## src/rtl/mod7879_pkg.sv

```systemverilog
// mod7879_pkg: shared constants and types for the mod-7879 packing path.
//   NTRU_Q / NTRU_QH : modulus and half-modulus of the centered residues
//   COEF_W / BYTE_W  : coefficient field width and output byte width
//   ACC_W            : packer bit accumulator width (7 leftover bits + 13 new)
//   state_t          : packer frame state
package mod7879_pkg;

  localparam int NTRU_Q  = 7879;
  localparam int NTRU_QH = 3939;

  localparam int COEF_W = 13;
  localparam int BYTE_W = 8;
  localparam int ACC_W  = 20;

  typedef enum logic {
    ACCEPT = 1'b0,
    DRAIN  = 1'b1
  } state_t;

endpackage

```

## src/rtl/mod7879_pack13_if.sv

```systemverilog
// mod7879_pack13_if: stream bundle around the 13-bit packer.
//   in_valid/in_ready/in_data      : coefficient input handshake
//   out_valid/out_ready/out_data   : packed byte output handshake
//   out_last                       : marks the final byte of a frame
//   err                            : sticky out-of-range flag
// slave is the packer's view, master the view of the surrounding logic.
interface mod7879_pack13_if;
  import mod7879_pkg::*;

  logic              in_valid;
  logic              in_ready;
  logic [COEF_W-1:0] in_data;
  logic              out_valid;
  logic              out_ready;
  logic [BYTE_W-1:0] out_data;
  logic              out_last;
  logic              err;

  modport slave (
    input  in_valid, in_data, out_ready,
    output in_ready, out_valid, out_data, out_last, err
  );

  modport master (
    output in_valid, in_data, out_ready,
    input  in_ready, out_valid, out_data, out_last, err
  );

endinterface

```

## src/rtl/mod7879_pack13_lift_u.sv

```systemverilog
// mod7879_lift_u: maps a 13-bit signed centered residue onto the unsigned
// code range 0..7878, folding one modulus in either direction.
//   i_x         : signed residue, any 13-bit value
//   o_u         : x' + 3939, where x' is x folded into -3939..3939
//   o_range_err : x was outside -3939..3939 and needed folding
module mod7879_lift_u
  import mod7879_pkg::*;
(
  input  logic signed [COEF_W-1:0] i_x,
  output logic        [COEF_W-1:0] o_u,
  output logic                     o_range_err
);

  localparam logic signed [COEF_W-1:0] QH_S = COEF_W'(NTRU_QH);
  localparam logic        [COEF_W-1:0] QH_U = COEF_W'(NTRU_QH);
  localparam logic        [COEF_W-1:0] Q_U  = COEF_W'(NTRU_Q);

  logic [COEF_W-1:0] w_x_fix;

  // The fold and the offset are done modulo 2^13: the true results always
  // land inside the 13-bit range, so the wrap never loses information.
  always_comb begin
    w_x_fix     = i_x;
    o_range_err = 1'b0;
    if (i_x > QH_S) begin
      w_x_fix     = i_x - Q_U;
      o_range_err = 1'b1;
    end else if (i_x < -QH_S) begin
      w_x_fix     = i_x + Q_U;
      o_range_err = 1'b1;
    end
    o_u = w_x_fix + QH_U;
  end

endmodule

```

## src/rtl/mod7879_pack13.sv

```systemverilog
// mod7879_pack13: packs centered mod-7879 residues as 13-bit LSB-first fields
// into a byte stream, one frame of N coefficients at a time.
//   clk   : clock, rising edge
//   Reset : synchronous, active-high
//   bus   : slave view of mod7879_pack13_if (coefficient in, byte out,
//           out_last on the final byte of each frame, sticky err)
//
// state  | meaning
// -------+--------------------------------------------------------------
// ACCEPT | taking coefficients while fewer than 8 bits are buffered,
//        | otherwise emitting full bytes
// DRAIN  | whole frame accepted; flush buffered bits, zero-padding the
//        | final byte, which carries out_last
module mod7879_pack13
  import mod7879_pkg::*;
#(
  parameter int N = 1277
) (
  input logic             clk,
  input logic             Reset,
  mod7879_pack13_if.slave bus
);

  localparam int            KW       = (N > 1) ? $clog2(N) : 1;
  localparam logic [KW-1:0] K_LAST   = KW'(N - 1);
  localparam logic [4:0]    CNT_BYTE = 5'(BYTE_W);
  localparam logic [4:0]    CNT_COEF = 5'(COEF_W);

  state_t             r_state, w_state_nxt;
  logic [ACC_W-1:0]   r_acc, w_acc_nxt;
  logic [4:0]         r_cnt, w_cnt_nxt;
  logic [KW-1:0]      r_k, w_k_nxt;
  logic               r_in_ready, w_in_ready_nxt;
  logic               r_out_valid, w_out_valid_nxt;
  logic [BYTE_W-1:0]  r_out_data, w_out_data_nxt;
  logic               r_out_last, w_out_last_nxt;
  logic               r_err, w_err_nxt;

  logic [COEF_W-1:0]  w_u;
  logic               w_range_err;
  logic               w_accept;
  logic               w_out_free;

  mod7879_lift_u u_lift (
    .i_x         (bus.in_data),
    .o_u         (w_u),
    .o_range_err (w_range_err)
  );

  // Bits above cnt in the accumulator are always zero, so new fields can be
  // OR-ed in and the final DRAIN byte comes out zero-padded for free.
  always_comb begin
    w_accept        = bus.in_valid && r_in_ready;
    w_out_free      = !r_out_valid || bus.out_ready;

    w_state_nxt     = r_state;
    w_acc_nxt       = r_acc;
    w_cnt_nxt       = r_cnt;
    w_k_nxt         = r_k;
    w_out_valid_nxt = r_out_valid && !bus.out_ready;
    w_out_data_nxt  = r_out_data;
    w_out_last_nxt  = r_out_last;
    w_err_nxt       = r_err || (w_accept && w_range_err);

    case (r_state)
      ACCEPT: begin
        if (w_accept) begin
          w_acc_nxt = r_acc | (ACC_W'(w_u) << r_cnt);
          w_cnt_nxt = r_cnt + CNT_COEF;
          if (r_k == K_LAST) begin
            w_state_nxt = DRAIN;
          end else begin
            w_k_nxt = r_k + 1'b1;
          end
        end else if ((r_cnt >= CNT_BYTE) && w_out_free) begin
          w_out_valid_nxt = 1'b1;
          w_out_data_nxt  = r_acc[BYTE_W-1:0];
          w_out_last_nxt  = 1'b0;
          w_acc_nxt       = r_acc >> BYTE_W;
          w_cnt_nxt       = r_cnt - CNT_BYTE;
        end
      end

      DRAIN: begin
        if ((r_cnt != 5'd0) && w_out_free) begin
          w_out_valid_nxt = 1'b1;
          w_out_data_nxt  = r_acc[BYTE_W-1:0];
          if (r_cnt > CNT_BYTE) begin
            w_out_last_nxt = 1'b0;
            w_acc_nxt      = r_acc >> BYTE_W;
            w_cnt_nxt      = r_cnt - CNT_BYTE;
          end else begin
            // This byte holds the frame's last data bit.
            w_out_last_nxt = 1'b1;
            w_acc_nxt      = '0;
            w_cnt_nxt      = 5'd0;
            w_k_nxt        = '0;
            w_state_nxt    = ACCEPT;
          end
        end
      end

      default: begin
        w_state_nxt = ACCEPT;
      end
    endcase

    // in_ready is registered from the next-cycle state so the first accept of
    // a new frame can follow the out_last load immediately.
    w_in_ready_nxt = (w_state_nxt == ACCEPT) && (w_cnt_nxt < CNT_BYTE);
  end

  always_ff @(posedge clk) begin
    if (Reset) begin
      r_state     <= ACCEPT;
      r_acc       <= '0;
      r_cnt       <= 5'd0;
      r_k         <= '0;
      r_in_ready  <= 1'b0;
      r_out_valid <= 1'b0;
      r_out_data  <= '0;
      r_out_last  <= 1'b0;
      r_err       <= 1'b0;
    end else begin
      r_state     <= w_state_nxt;
      r_acc       <= w_acc_nxt;
      r_cnt       <= w_cnt_nxt;
      r_k         <= w_k_nxt;
      r_in_ready  <= w_in_ready_nxt;
      r_out_valid <= w_out_valid_nxt;
      r_out_data  <= w_out_data_nxt;
      r_out_last  <= w_out_last_nxt;
      r_err       <= w_err_nxt;
    end
  end

  assign bus.in_ready  = r_in_ready;
  assign bus.out_valid = r_out_valid;
  assign bus.out_data  = r_out_data;
  assign bus.out_last  = r_out_last;
  assign bus.err       = r_err;

endmodule

```

## src/flat_wrapper.sv

```systemverilog
// flat-port wrapper written by rule: the top's interface ports become plain ports
module mod7879_pack13_flat import mod7879_pkg::*;
#(
  parameter int N = 1277
)
  (clk, Reset, bus_in_valid, bus_in_data, bus_out_ready, bus_in_ready, bus_out_valid, bus_out_data, bus_out_last, bus_err);
  mod7879_pack13_if bus_i ();
  input logic clk;
  input logic Reset;
  input wire logic [$bits(bus_i.in_valid)-1:0] bus_in_valid;
  input wire logic [$bits(bus_i.in_data)-1:0] bus_in_data;
  input wire logic [$bits(bus_i.out_ready)-1:0] bus_out_ready;
  output wire logic [$bits(bus_i.in_ready)-1:0] bus_in_ready;
  output wire logic [$bits(bus_i.out_valid)-1:0] bus_out_valid;
  output wire logic [$bits(bus_i.out_data)-1:0] bus_out_data;
  output wire logic [$bits(bus_i.out_last)-1:0] bus_out_last;
  output wire logic [$bits(bus_i.err)-1:0] bus_err;
  assign bus_i.in_valid = bus_in_valid;
  assign bus_i.in_data = bus_in_data;
  assign bus_i.out_ready = bus_out_ready;
  assign bus_in_ready = bus_i.in_ready;
  assign bus_out_valid = bus_i.out_valid;
  assign bus_out_data = bus_i.out_data;
  assign bus_out_last = bus_i.out_last;
  assign bus_err = bus_i.err;
  mod7879_pack13 #(.N(N)) u_core (.clk(clk), .Reset(Reset), .bus(bus_i));
endmodule
```

## config.mk

```make
export PLATFORM = sky130hd
export DESIGN_NAME = mod7879_pack13_flat
export DESIGN_NICKNAME = d
export VERILOG_FILES = /design/src/rtl/mod7879_pkg.sv /design/src/rtl/mod7879_pack13_if.sv /design/src/rtl/mod7879_pack13_lift_u.sv /design/src/rtl/mod7879_pack13.sv /design/src/flat_wrapper.sv
export SDC_FILE = /design/constraint.sdc
export NUM_CORES = 1
export LEC_CHECK = 0
export CORE_MARGIN = 2
export CORE_UTILIZATION = 35
export CTS_BUF_LIST = sky130_fd_sc_hd__clkbuf_4
export DETAILED_ROUTE_END_ITERATION = 10
export HOLD_SLACK_MARGIN = 0.15
export PLACE_DENSITY = 0.58
export REMOVE_ABC_BUFFERS = 1
export SKIP_CTS_REPAIR_TIMING = 1
export SYNTH_ARGS = -nofsm -noshare
export SYNTH_HDL_FRONTEND = slang
export SYNTH_SLANG_ARGS = --single-unit
```

## constraint.sdc

```tcl
create_clock -name clk -period 3.6 [get_ports clk]
set_input_delay 0.72 -clock clk [delete_from_list [all_inputs] [get_ports clk]]
set_output_delay 0.72 -clock clk [all_outputs]
set_load 0.01 [all_outputs]
```

==> results.yml <==
logic_synthesis:
  synth-edff-count: 0
  synthArstFlopShare: 0
  post-synth-top-count-cell: "nor2_1"
  yosysWarnings: 0
  synth_cell_type_count: 78
  synth_area_per_cell_um2: 7.28
  synth_common_cells: "71 x nor2_1, 60 x nand2_1, 49 x dfxtp_1"
  yosysSeqAreaShare: 0.241
  synth_top_area_cell: "dfxtp_1"
  synthDominantCellAreaShare: 0.241
  synth_ff_type: "dfxtp_1"
  syn_inst: 558
  yosys-top-cells-area: "dfxtp_1 24%, nor2_1 6.6%, a21oi_1 5.9%"
  yosys_register_bits: 49
  syn_area_mm2: 0.00406
clocking:
  clockBufferDepth: 2
  htreeDepth: 2
  path_clk_slew_ns: 0.12
  clock-sinks: 49
  clock_latency_ns: 0.38
  cts_buffers: 5
  root_buffer: "clkbuf_4"
  cts_tree: "built"
die:
  placementRows: 39
  die_area_mm2: 0.0125
  core_mm2: 0.0114
  ioPinCount: 29
  die_x_um: 112
  start_util: 0.357
  die_y_um: 112
worst_setup_path:
  critPathMaxStageDelay_ns: 0.38
  worst-path-max-fanout: 6
  reg2reg_from: "u_core.r_cnt[1]"
  crit_path_start: "bus_in_data[0]"
  worst_setup_path_start_kind: "input port"
  arrival_ns: 3.83
  crit_path_end_kind: "flop"
  crit_slowest_cell: "o32a_1"
  cp.required_ns: 3.88
  cp_num_cells: 13
  crit_buf_inv: 2
  rr_endpoint: "u_core.r_k[7]"
  r2r_cells: 13
  path_class: "input port to flop"
  critPathTopFamily: "compound AO/OA/AOI/OAI gates"
  timing.critical_path.to: "u_core.r_acc[11]"
  path_cells: "buf_8, o2111a_1, o31a_1, o32a_1, o21a_1, o211a_4, a211oi_4, buf_4, nor2_1, o41ai_2, o221a_1, o21ai_2, a2111oi_2"
  r2r_slack_ns: 0.74
power:
  p_per_area_mw_per_mm2: 434
  p_switching_w: 0.00110
  pwr-share-clk: 0.102
  power_w: 0.00246
  pwr-share-seq: 0.294
  p_leak_nw: 2.28
  p_int_w: 0.00136
  switching_share: 0.448
  max-vdd-ir-drop_uv: 270
  comb_power_share: 0.604
placed_design:
  dp_hpwl_um: 9660
  gp_congestion: 0.919
  io_buffers: 28
  dpl_cell_area_mm2: 0.00521
worst_hold_path:
  whs_path_depth: 2
  hp-class: "flop to flop"
flow_run:
  maxCapViolations: 0
final_layout:
  drive_above_1_share: 0.299
  area_growth_pct: 39.9
  regArea_um2: 981
  finalNetCount: 715
  multi_input_area_mm2: 0.00315
  nFillCells: 1078
  fin_util: 0.500
  stdcell_area_mm2: 0.00568
  n_antenna_cell: 0
sta:
  hold_viol: 0
  finalCritPeriodShare: 0.987
  rsz0062_at_grt: "true"
  clock.fmax_ghz: 0.281
  min_period_ns: 3.55
  slew_headroom: 0.634
  skew_ns: 0.0119
  drv_slew: 0
  worst_slew_pin_slew_ns: 0.544
  setup_viol: 0
grt:
  grt_pass1_vias: 4480
  grt_pass1_wl_um: 21400
  overflow: 0
  antenna_found_initial: 0
  track_usage: 0.203
  grt_max_degree: 30
routing:
  routed_wl_um: 13300
  via_per_inst: 5.83
  drtIter0Drc: 393
  ant_nets: 0
  vias: 4853
  wl_per_cell_um: 16.0
  drc: 0
  dr.pass1.iters: 5
status:
  status: "finished clean"
-- area by class of cell --
type	instances	area share
Multi-Input combinational cell	462	0.555
Tap cell	143	0.0315
Sequential cell	49	0.173
Clock buffer	6	0.00793
Timing Repair Buffer	158	0.224
Clock inverter	1	0.000661
Inverter	13	0.00859
-- metal layers --
layer / wire [um] / global-route usage
met1: 6340 / 0.288
met2: 6310 / 0.325
met3: 567 / 0.0332
met4: 110 / 0.0412
met5: 0 / 0
-- worst min-delay path by stage --
stage                                      start                     end  slack [ns]
after floorplan                  u_core.r_acc[6]  u_core.bus.out_data[6]        0.43
after global placement    u_core.bus.out_data[4]  u_core.bus.out_data[4]        0.44
after detailed placement  u_core.bus.out_data[2]  u_core.bus.out_data[2]        0.45
final                     u_core.bus.out_data[1]  u_core.bus.out_data[1]        0.46
after global routing      u_core.bus.out_data[1]  u_core.bus.out_data[1]        0.48
after CTS                    u_core.bus.out_last     u_core.bus.out_last        0.47
-- logic make-up after synthesis --
family / Yosys count / share of synthesized area
AND/OR/NAND/NOR: 227 / 0.269
AO/OA/AOI/OAI: 200 / 0.353
flip-flops: 49 / 0.241
buffers and inverters: 47 / 0.0443
XOR/XNOR: 19 / 0.0428
adder cells (fa/ha/maj): 9 / 0.0277
multiplexers: 7 / 0.0209
-- tightest hold or removal path: stages (launching register included) --
cell	delay (ns)
dfxtp_1	0.33
nand2_1	0.05
a21oi_1	0.05
-- placed cells by master (no fill, tap or decap), drive strengths merged, types with 12 or more instances in the layout --
cell	count
nor2	72
clkdlybuf4s50	15
buf	137
nand2	60
o211ai	16
nand3	20
nor3	12
dfxtp	49
o21ai	36
a21oi	49
-- registers in the layout (all words and copies together) (netlist names) --
register	count
u_core.r_k	11
u_core.bus.out_last	1
u_core.bus.out_valid	1
u_core.r_cnt	5
u_core.r_acc	20
u_core.bus.err	1
u_core.bus.out_data	8
u_core.r_state	1
u_core.bus.in_ready	1
-- per-stage QoR --
step	instances	TNS [ns]	hold slack [ns]	setup WS, ns
final	832	0	0.465	0.0460
after global placement	804	-10.26	0.441	-0.691
after global routing	832	-0.351	0.484	-0.113
after detailed placement	804	-11.35	0.449	-0.765
after floorplan	524	-1.01	0.425	-0.149
after CTS	811	-4.02	0.467	-0.375
-- power by group through the flow --
stage               registers (W)  clock network [W]  logic (W)
floorplan                0.000759                  0   0.000805
global placement         0.000730                  0    0.00138
detailed placement       0.000732                  0    0.00139
CTS                      0.000722           0.000259    0.00140
global route             0.000735           0.000281    0.00164
finish                   0.000724           0.000251    0.00149
(Power assumes the default switching activity.)
